## src/rtl/fetch_queue_unit.sv

```systemverilog
// Instruction fetcher with one outstanding ICache request and a 2^FQ_WIDTH-entry fetch queue.
// Optional return-address stack is built only when IF_RAS_EN is defined.
module fetch_queue_unit #(
  parameter int          FQ_WIDTH  = 3,
  parameter logic [31:0] RESET_PC  = 32'h0,
  parameter int          RAS_WIDTH = 2
) (
  input  logic                clk_in,
  input  logic                rst_in,
  input  logic                rdy_in,
  output logic                icache_query_en,
  output logic [31:0]         icache_query_pc,
  input  logic                icache_data_en,
  input  logic [31:0]         icache_addr_comfirm,
  input  logic [31:0]         icache_data,
  output logic [31:0]         predict_query_pc,
  input  logic                predict_result,
  input  logic                flush_en,
  input  logic [31:0]         flush_pc,
  input  logic                jalr_result_en,
  input  logic [31:0]         jalr_result,
  output logic                out_valid,
  input  logic                out_ready,
  output logic [31:0]         out_pc,
  output logic [31:0]         out_inst,
  output logic                out_predict,
  output logic [FQ_WIDTH:0]   fq_count
);

  localparam int FQ_SIZE = 1 << FQ_WIDTH;
  localparam logic [FQ_WIDTH:0]   FQ_FULL  = {1'b1, {FQ_WIDTH{1'b0}}};
  localparam logic [FQ_WIDTH:0]   CNT_ONE  = 1;
  localparam logic [FQ_WIDTH-1:0] PTR_ONE  = 1;

  localparam logic [6:0] OP_JAL    = 7'b1101111;
  localparam logic [6:0] OP_BRANCH = 7'b1100011;
  localparam logic [6:0] OP_JALR   = 7'b1100111;

  typedef enum logic [1:0] {S_FETCH, S_WAIT_IC, S_WAIT_JALR} state_t;

  typedef struct packed {
    logic [31:0] pc;
    logic [31:0] inst;
    logic        pred;
  } fq_entry_t;

  state_t              state;
  logic [31:0]         pc;
  fq_entry_t           fq_mem [FQ_SIZE];
  logic [FQ_WIDTH-1:0] wr_ptr;
  logic [FQ_WIDTH-1:0] rd_ptr;
  logic [FQ_WIDTH:0]   count;

  logic        accept;
  logic        fq_push;
  logic        fq_pop;
  logic [6:0]  opcode;
  logic [31:0] imm_j;
  logic [31:0] imm_b;
  logic [31:0] pc_plus4;
  logic [31:0] dec_next_pc;
  logic        dec_pred;
  logic        dec_wait_jalr;

`ifdef IF_RAS_EN
  localparam int RAS_SIZE = 1 << RAS_WIDTH;
  localparam logic [RAS_WIDTH:0]   RAS_FULL    = {1'b1, {RAS_WIDTH{1'b0}}};
  localparam logic [RAS_WIDTH:0]   RAS_CNT_ONE = 1;
  localparam logic [RAS_WIDTH-1:0] RAS_PTR_ONE = 1;

  logic [31:0]          ras_mem [RAS_SIZE];
  logic [RAS_WIDTH-1:0] ras_top;
  logic [RAS_WIDTH:0]   ras_cnt;
  logic [RAS_WIDTH-1:0] ras_top_m1;
  logic                 link_rd;
  logic                 link_rs1;
  logic                 ras_push;
  logic                 ras_pop;
`endif

  assign predict_query_pc = icache_query_pc;
  assign out_valid        = (count != '0);
  assign fq_count         = count;
  assign out_pc           = fq_mem[rd_ptr].pc;
  assign out_inst         = fq_mem[rd_ptr].inst;
  assign out_predict      = fq_mem[rd_ptr].pred;

  // Decode of the word currently on the ICache response bus.
  always_comb begin
    // NOTE: every always_comb output gets a default first so no path infers a latch.
    accept        = (state == S_WAIT_IC) && icache_data_en &&
                    (icache_addr_comfirm == icache_query_pc);
    fq_push       = rst_in && rdy_in && !flush_en && accept;
    fq_pop        = out_valid && out_ready;
    opcode        = icache_data[6:0];
    imm_j         = {{12{icache_data[31]}}, icache_data[19:12], icache_data[20],
                     icache_data[30:21], 1'b0};
    imm_b         = {{20{icache_data[31]}}, icache_data[7], icache_data[30:25],
                     icache_data[11:8], 1'b0};
    pc_plus4      = pc + 32'd4;
    dec_next_pc   = pc_plus4;
    dec_pred      = 1'b0;
    dec_wait_jalr = 1'b0;
    case (opcode)
      OP_JAL: begin
        dec_next_pc = pc + imm_j;
        dec_pred    = 1'b1;
      end
      OP_BRANCH: begin
        dec_pred = predict_result;
        if (predict_result) dec_next_pc = pc + imm_b;
      end
      OP_JALR: begin
        dec_next_pc   = pc;
        dec_wait_jalr = 1'b1;
      end
      default: ;
    endcase
`ifdef IF_RAS_EN
    ras_top_m1 = ras_top - RAS_PTR_ONE;
    link_rd    = (icache_data[11:7] == 5'd1) || (icache_data[11:7] == 5'd5);
    link_rs1   = (icache_data[19:15] == 5'd1) || (icache_data[19:15] == 5'd5);
    ras_push   = ((opcode == OP_JAL) || (opcode == OP_JALR)) && link_rd;
    ras_pop    = (opcode == OP_JALR) && (icache_data[11:7] == 5'd0) && link_rs1 &&
                 (ras_cnt != '0);
    if (ras_pop) begin
      dec_next_pc   = ras_mem[ras_top_m1];
      dec_pred      = 1'b1;
      dec_wait_jalr = 1'b0;
    end
`endif
  end

  // Storage arrays: written only on a committed push.
  always_ff @(posedge clk_in) begin
    // NOTE: the arrays have no reset; count and pointers alone say which entries are live.
    if (fq_push) fq_mem[wr_ptr] <= fq_entry_t'{pc: pc, inst: icache_data, pred: dec_pred};
`ifdef IF_RAS_EN
    if (fq_push && ras_push) ras_mem[ras_top] <= pc_plus4;
`endif
  end

  // NOTE: sequential state uses non-blocking assignments so all registers update together.
  always_ff @(posedge clk_in) begin
    if (!rst_in) begin
      state           <= S_FETCH;
      pc              <= RESET_PC;
      icache_query_en <= 1'b0;
      icache_query_pc <= 32'h0;
      wr_ptr          <= '0;
      rd_ptr          <= '0;
      count           <= '0;
`ifdef IF_RAS_EN
      ras_top         <= '0;
      ras_cnt         <= '0;
`endif
    end else if (rdy_in) begin
      if (flush_en) begin
        state           <= S_FETCH;
        pc              <= flush_pc;
        icache_query_en <= 1'b0;
        wr_ptr          <= rd_ptr;
        count           <= '0;
      end else begin
        case (state)
          S_FETCH: begin
            if (count < FQ_FULL) begin
              icache_query_en <= 1'b1;
              icache_query_pc <= pc;
              state           <= S_WAIT_IC;
            end
          end
          S_WAIT_IC: begin
            if (accept) begin
              icache_query_en <= 1'b0;
              pc              <= dec_next_pc;
              state           <= dec_wait_jalr ? S_WAIT_JALR : S_FETCH;
`ifdef IF_RAS_EN
              if (ras_pop) begin
                ras_top <= ras_top_m1;
                ras_cnt <= ras_cnt - RAS_CNT_ONE;
              end else if (ras_push) begin
                ras_top <= ras_top + RAS_PTR_ONE;
                if (ras_cnt != RAS_FULL) ras_cnt <= ras_cnt + RAS_CNT_ONE;
              end
`endif
            end
          end
          S_WAIT_JALR: begin
            if (jalr_result_en) begin
              pc    <= jalr_result & 32'hFFFF_FFFE;
              state <= S_FETCH;
            end
          end
          default: state <= S_FETCH;
        endcase
        if (fq_push) wr_ptr <= wr_ptr + PTR_ONE;
        if (fq_pop)  rd_ptr <= rd_ptr + PTR_ONE;
        case ({fq_push, fq_pop})
          2'b10:   count <= count + CNT_ONE;
          2'b01:   count <= count - CNT_ONE;
          default: ;
        endcase
      end
    end
  end

endmodule

```

## config.mk

```make
export PLATFORM = sky130hd
export DESIGN_NAME = fetch_queue_unit
export DESIGN_NICKNAME = d
export VERILOG_FILES = /design/src/rtl/fetch_queue_unit.sv
export SDC_FILE = /design/constraint.sdc
export NUM_CORES = 1
export LEC_CHECK = 0
export BUFFER_PORTS_ARGS = -buffer_cell sky130_fd_sc_hd__buf_4
export CORE_AREA = 2 2 229 231
export CTS_CLUSTER_SIZE = 16
export DETAILED_ROUTE_END_ITERATION = 10
export DIE_AREA = 0 0 231 233
export PLACE_DENSITY = 0.76
export SETUP_SLACK_MARGIN = 0.2
export SYNTH_ARGS = -nofsm -noshare
export SYNTH_HDL_FRONTEND = slang
export SYNTH_SLANG_ARGS = --single-unit
```

## constraint.sdc

```tcl
create_clock -name clk_in -period 7.7 [get_ports clk_in]
set_input_delay 1.54 -clock clk_in [delete_from_list [all_inputs] [get_ports clk_in]]
set_output_delay 1.54 -clock clk_in [all_outputs]
set_load 0.05 [all_outputs]
```

==> metrics.txt <==
# TYPE chip_impl_metric gauge
chip_impl_metric{name="synthesis.nets",unit=""} 2056
chip_impl_metric{name="finalNonFillerCells",unit=""} 2815
chip_impl_info{name="worstReg2RegStart",value="icache_query_pc[18]$_SDFFE_PN0P_"} 1
chip_impl_info{name="yosys.area.top_type",value="sky130_fd_sc_hd__edfxtp_1"} 1
chip_impl_metric{name="synth.top_cell.area_share",unit="%"} 56.67
chip_impl_metric{name="syn-cell-area",unit="um2"} 27560
chip_impl_metric{name="grt_remaining_overflow",unit=""} 0
chip_impl_metric{name="timing.critical_path.required",unit="ns"} 7.98
chip_impl_info{name="cts-root-buf",value="sky130_fd_sc_hd__clkbuf_16"} 1
chip_impl_metric{name="finalHoldViolations",unit=""} 0
chip_impl_metric{name="start_util",unit="%"} 53.93
chip_impl_metric{name="post_synth_num_cell_types",unit=""} 87
chip_impl_info{name="post-synth-top-count-cell",value="sky130_fd_sc_hd__edfxtp_1"} 1
chip_impl_metric{name="dp.final_hpwl",unit="mm"} 48.73
chip_impl_info{name="critical_path_class",value="input port to flop"} 1
chip_impl_metric{name="cts.sink_count",unit=""} 600
chip_impl_metric{name="final.min_clock_period",unit="ns"} 4.653
chip_impl_metric{name="drtPass1Iterations",unit=""} 7
chip_impl_metric{name="cts.hold.buffers_added",unit=""} 0
chip_impl_info{name="synthTopCellsByCount",value="sky130_fd_sc_hd__edfxtp_1 (520), sky130_fd_sc_hd__nand2_1 (138), sky130_fd_sc_hd__mux4_2 (130)"} 1
chip_impl_metric{name="sequential_share_of_the_synthesized_area",unit="%"} 62.48
chip_impl_metric{name="cellPowerDensity",unit="nW/um2"} 214.0
chip_impl_metric{name="drv_cap",unit=""} 0
chip_impl_metric{name="number_of_buffers_inserted_by_post_cts_setup_repair",unit=""} 0
chip_impl_info{name="crit_path_top_delay_cell",value="sky130_fd_sc_hd__nor2_4"} 1
chip_impl_metric{name="antenna_left",unit=""} 0
chip_impl_metric{name="critical_path_arrival",unit="ns"} 4.93
chip_impl_metric{name="core-area",unit="um2"} 51090
chip_impl_metric{name="grt_first_pass_wirelength",unit="mm"} 110.9
chip_impl_metric{name="vias_in_the_first_global_route",unit=""} 17628
chip_impl_info{name="post_synth_main_area_contributors",value="sky130_fd_sc_hd__edfxtp_1 (57%), sky130_fd_sc_hd__mux4_2 (11%), sky130_fd_sc_hd__dfxtp_1 (5.8%)"} 1
chip_impl_info{name="cp-end-kind",value="flop"} 1
chip_impl_metric{name="syn_to_final_growth",unit="%"} 15.92
chip_impl_metric{name="max-clock-path-buffers",unit=""} 3
chip_impl_metric{name="initialDrtViolationCount",unit=""} 2074
chip_impl_info{name="unrepaired_setup_endpoints_after_global_routing",value="no"} 1
chip_impl_metric{name="p_leak",unit="nW"} 11.08
chip_impl_metric{name="wirelength",unit="mm"} 75.34
chip_impl_info{name="worstSetupStartpoint",value="icache_addr_comfirm[18]"} 1
chip_impl_metric{name="worst_slew_pin_slew",unit="ns"} 1.148
chip_impl_metric{name="path_max_fanout",unit=""} 37
chip_impl_metric{name="count_of_endpoints_failing_setup_in_the_final_report",unit=""} 0
chip_impl_metric{name="grt_use_total",unit="%"} 28.06
chip_impl_metric{name="synth_edf_count",unit=""} 520
chip_impl_info{name="cp_top_family",value="simple AND/OR/NAND/NOR gates"} 1
chip_impl_metric{name="final_layout_size_suffix_gt1_share",unit="%"} 29.48
chip_impl_metric{name="cpPeakStageDelay",unit="ns"} 0.87
chip_impl_metric{name="avgRoutedWirePerCell",unit="um"} 26.76
chip_impl_metric{name="drc",unit=""} 0
chip_impl_metric{name="placement_rows",unit=""} 83
chip_impl_metric{name="routed_via_density",unit=""} 6.340
chip_impl_metric{name="design.die.area",unit="um2"} 53820
chip_impl_metric{name="largest_net_degree_at_the_start_of_global_routing",unit=""} 75
chip_impl_metric{name="grt_antenna_before_repair",unit=""} 2
chip_impl_metric{name="final_total_negative_setup_slack",unit="ns"} 0
chip_impl_metric{name="synth_async_sr_flop_share",unit="%"} 0
chip_impl_metric{name="postSynthAreaPerCell",unit="um2"} 14.74
chip_impl_metric{name="clock-skew-final",unit="ns"} 0.01986
chip_impl_info{name="synth_top_flop_cell",value="sky130_fd_sc_hd__edfxtp_1"} 1
chip_impl_metric{name="worst_skew_pair_later_pin_latency",unit="ns"} 0.62
chip_impl_metric{name="ctsHtreeMaxLevel",unit=""} 2
chip_impl_metric{name="yosys_register_bits",unit=""} 600
chip_impl_metric{name="port-buffer-count",unit=""} 269
chip_impl_metric{name="cts_repair_resize_count",unit=""} 0
chip_impl_metric{name="path_clk_slew",unit="ns"} 0.07
chip_impl_metric{name="cts_inserted_buffers",unit=""} 56
chip_impl_info{name="tritoncts_clock_tree",value="yes"} 1
chip_impl_metric{name="postSynthCellCount",unit=""} 1869
chip_impl_metric{name="chip_height",unit="um"} 233
chip_impl_info{name="cell_chain_of_the_critical_path",value="buf_4 -> xnor2_1 -> nand4_1 -> or4_4 -> nor4_1 -> nand2_1 -> or3_1 -> nor2_4 -> buf_12"} 1
chip_impl_metric{name="cp_num_buf_inv",unit=""} 2
chip_impl_metric{name="maxClockFrequency",unit="MHz"} 214.9
chip_impl_info{name="worst_min_delay_path_class",value="flop to flop"} 1
chip_impl_metric{name="boundaryPins",unit=""} 271
chip_impl_info{name="min_from",value="icache_query_pc[4]$_SDFFE_PN0P_"} 1
chip_impl_metric{name="placed_cells_incl_taps",unit=""} 2709
chip_impl_metric{name="yosys_warnings",unit=""} 0
chip_impl_info{name="timing.critical_path.from_type",value="input port"} 1
chip_impl_metric{name="max_slew_margin",unit="%"} 23.49
chip_impl_metric{name="vias",unit=""} 17847
chip_impl_metric{name="final_net_count",unit=""} 2274
chip_impl_metric{name="layout_worst_path_cycle_share",unit="%"} 60.43
chip_impl_metric{name="timing.final.max_slew_violations",unit=""} 0
chip_impl_metric{name="die_w",unit="um"} 231
chip_impl_metric{name="place_congestion",unit=""} 0.9350
chip_impl_metric{name="max-vdd-ir-drop",unit="V"} 0.0001722
chip_impl_info{name="outcome",value="finished clean"} 1
path summary, 6_finish.rpt:
path / to / slack [ns] / depth (start not counted)
setup / recovery: fq_mem[2][24]$_DFFE_PP_ / 3.05 / 9
hold / removal: icache_query_pc[4]$_SDFFE_PN0P_ / 0.52 / 2
setup reg to reg: fq_mem[2][24]$_DFFE_PP_ / 3.59 / 8
hold reg to reg: icache_query_pc[4]$_SDFFE_PN0P_ / 0.52 / 2
tightest hold or removal path: cells and delay by family (launching register included):
kind,cells,cell delay (ns)
AO/OA/AOI/OAI,1,0.05
flip-flops,1,0.35
AND/OR/NAND/NOR,1,0.07
cell type report:
class | instances | area, um2
antenna | 1 | 2.502
clock buffer | 63 | 1459
clock inverter | 42 | 381.6
fill | 3760 | 19150
inverter | 16 | 60.06
multi-input combinational | 1116 | 9679
sequential | 600 | 17230
tap | 680 | 850.8
timing repair buffer | 297 | 2280
metal layers:
layer / up-vias / wire, um / global-route usage [%]
met2: 892 / 36420 / 46.19
li1: 7766 / - / -
met3: 147 / 6375 / 5.233
met4: 2 / 2052 / 7.984
met1: 9040 / 30480 / 38.48
met5: - / 11 / 0
through the flow:
stage	power [mW]	hold slack, ns	cell area [um2]	utilization [%]	setup WS (ns)
final	6.835	0.5211	31940	62.51	3.047
after global routing	7.011	0.5394	31940	62.51	2.872
after CTS	6.846	0.5163	31940	62.51	2.961
after detailed placement	4.113	0.5017	30100	58.91	2.440
after global placement	4.102	0.4896	30100	58.91	2.376
after floorplan	3.912	0.4773	27570	-	1.431
sequential cells by signal, summed over array words and instances (netlist names), named ones only:
name             flops
pc                  32
rd_ptr               3
icache_query_en      1
fq_mem             520
icache_query_pc     32
wr_ptr               3
fq_count             4
state                2
cell families (layout without fill, tap and decap cells):
kind of cell | count (synthesis) | in the layout | synth area share [%]
compound gates | 368 | 368 | 8.882
xor+xnor | 88 | 88 | 2.797
fa+ha+maj | 51 | 51 | 2.398
buf+inv | 153 | 418 | 2.661
flops | 600 | 600 | 62.48
mux | 211 | 211 | 13.88
other cells | 0 | 1 | 0
simple gates | 398 | 398 | 6.902
power breakdown:
part	switching, mW	internal (mW)	total (mW)	leakage, nW
sequential	0.0596	3.54	3.60	5.45
combinational	0.285	0.171	0.456	4.72
clock	1.23	1.54	2.78	0.911
total	1.58	5.26	6.84	11.1
layout by cell type (no fill, tap or decap), types with 6 or more instances in the layout:
master | netlist | layout
sky130_fd_sc_hd__clkbuf_16 | 0 | 57
sky130_fd_sc_hd__ha_1 | 48 | 48
sky130_fd_sc_hd__a21oi_1 | 104 | 104
sky130_fd_sc_hd__a211oi_1 | 10 | 10
sky130_fd_sc_hd__buf_4 | 33 | 293
sky130_fd_sc_hd__xnor2_1 | 46 | 46
sky130_fd_sc_hd__o22ai_1 | 6 | 6
sky130_fd_sc_hd__o21ai_0 | 81 | 81
sky130_fd_sc_hd__mux2i_1 | 12 | 12
sky130_fd_sc_hd__o21ai_1 | 6 | 6
sky130_fd_sc_hd__o221ai_1 | 10 | 10
sky130_fd_sc_hd__o211ai_1 | 11 | 11
sky130_fd_sc_hd__a22oi_1 | 10 | 10
sky130_fd_sc_hd__xor2_1 | 42 | 42
sky130_fd_sc_hd__and3_1 | 7 | 7
sky130_fd_sc_hd__and4_1 | 7 | 7
sky130_fd_sc_hd__mux2_2 | 69 | 69
sky130_fd_sc_hd__nand2b_1 | 9 | 9
sky130_fd_sc_hd__mux4_2 | 130 | 130
sky130_fd_sc_hd__a31oi_1 | 11 | 11
sky130_fd_sc_hd__nand4_1 | 21 | 21
sky130_fd_sc_hd__dfxtp_1 | 80 | 77
sky130_fd_sc_hd__a21boi_0 | 15 | 15
sky130_fd_sc_hd__a221oi_1 | 11 | 11
sky130_fd_sc_hd__and2_1 | 11 | 11
sky130_fd_sc_hd__nor2_4 | 0 | 6
sky130_fd_sc_hd__clkinv_2 | 0 | 16
sky130_fd_sc_hd__clkinv_1 | 1 | 10
sky130_fd_sc_hd__a21o_1 | 23 | 23
sky130_fd_sc_hd__edfxtp_1 | 520 | 520
sky130_fd_sc_hd__nor2_1 | 91 | 85
sky130_fd_sc_hd__nand3_1 | 36 | 36
sky130_fd_sc_hd__nor3_1 | 27 | 25
sky130_fd_sc_hd__o2111ai_1 | 8 | 8
sky130_fd_sc_hd__inv_1 | 15 | 15
sky130_fd_sc_hd__nor4_1 | 12 | 11
sky130_fd_sc_hd__or3_1 | 12 | 12
sky130_fd_sc_hd__nand2_1 | 138 | 138
Power figures use the tool's default switching activity.
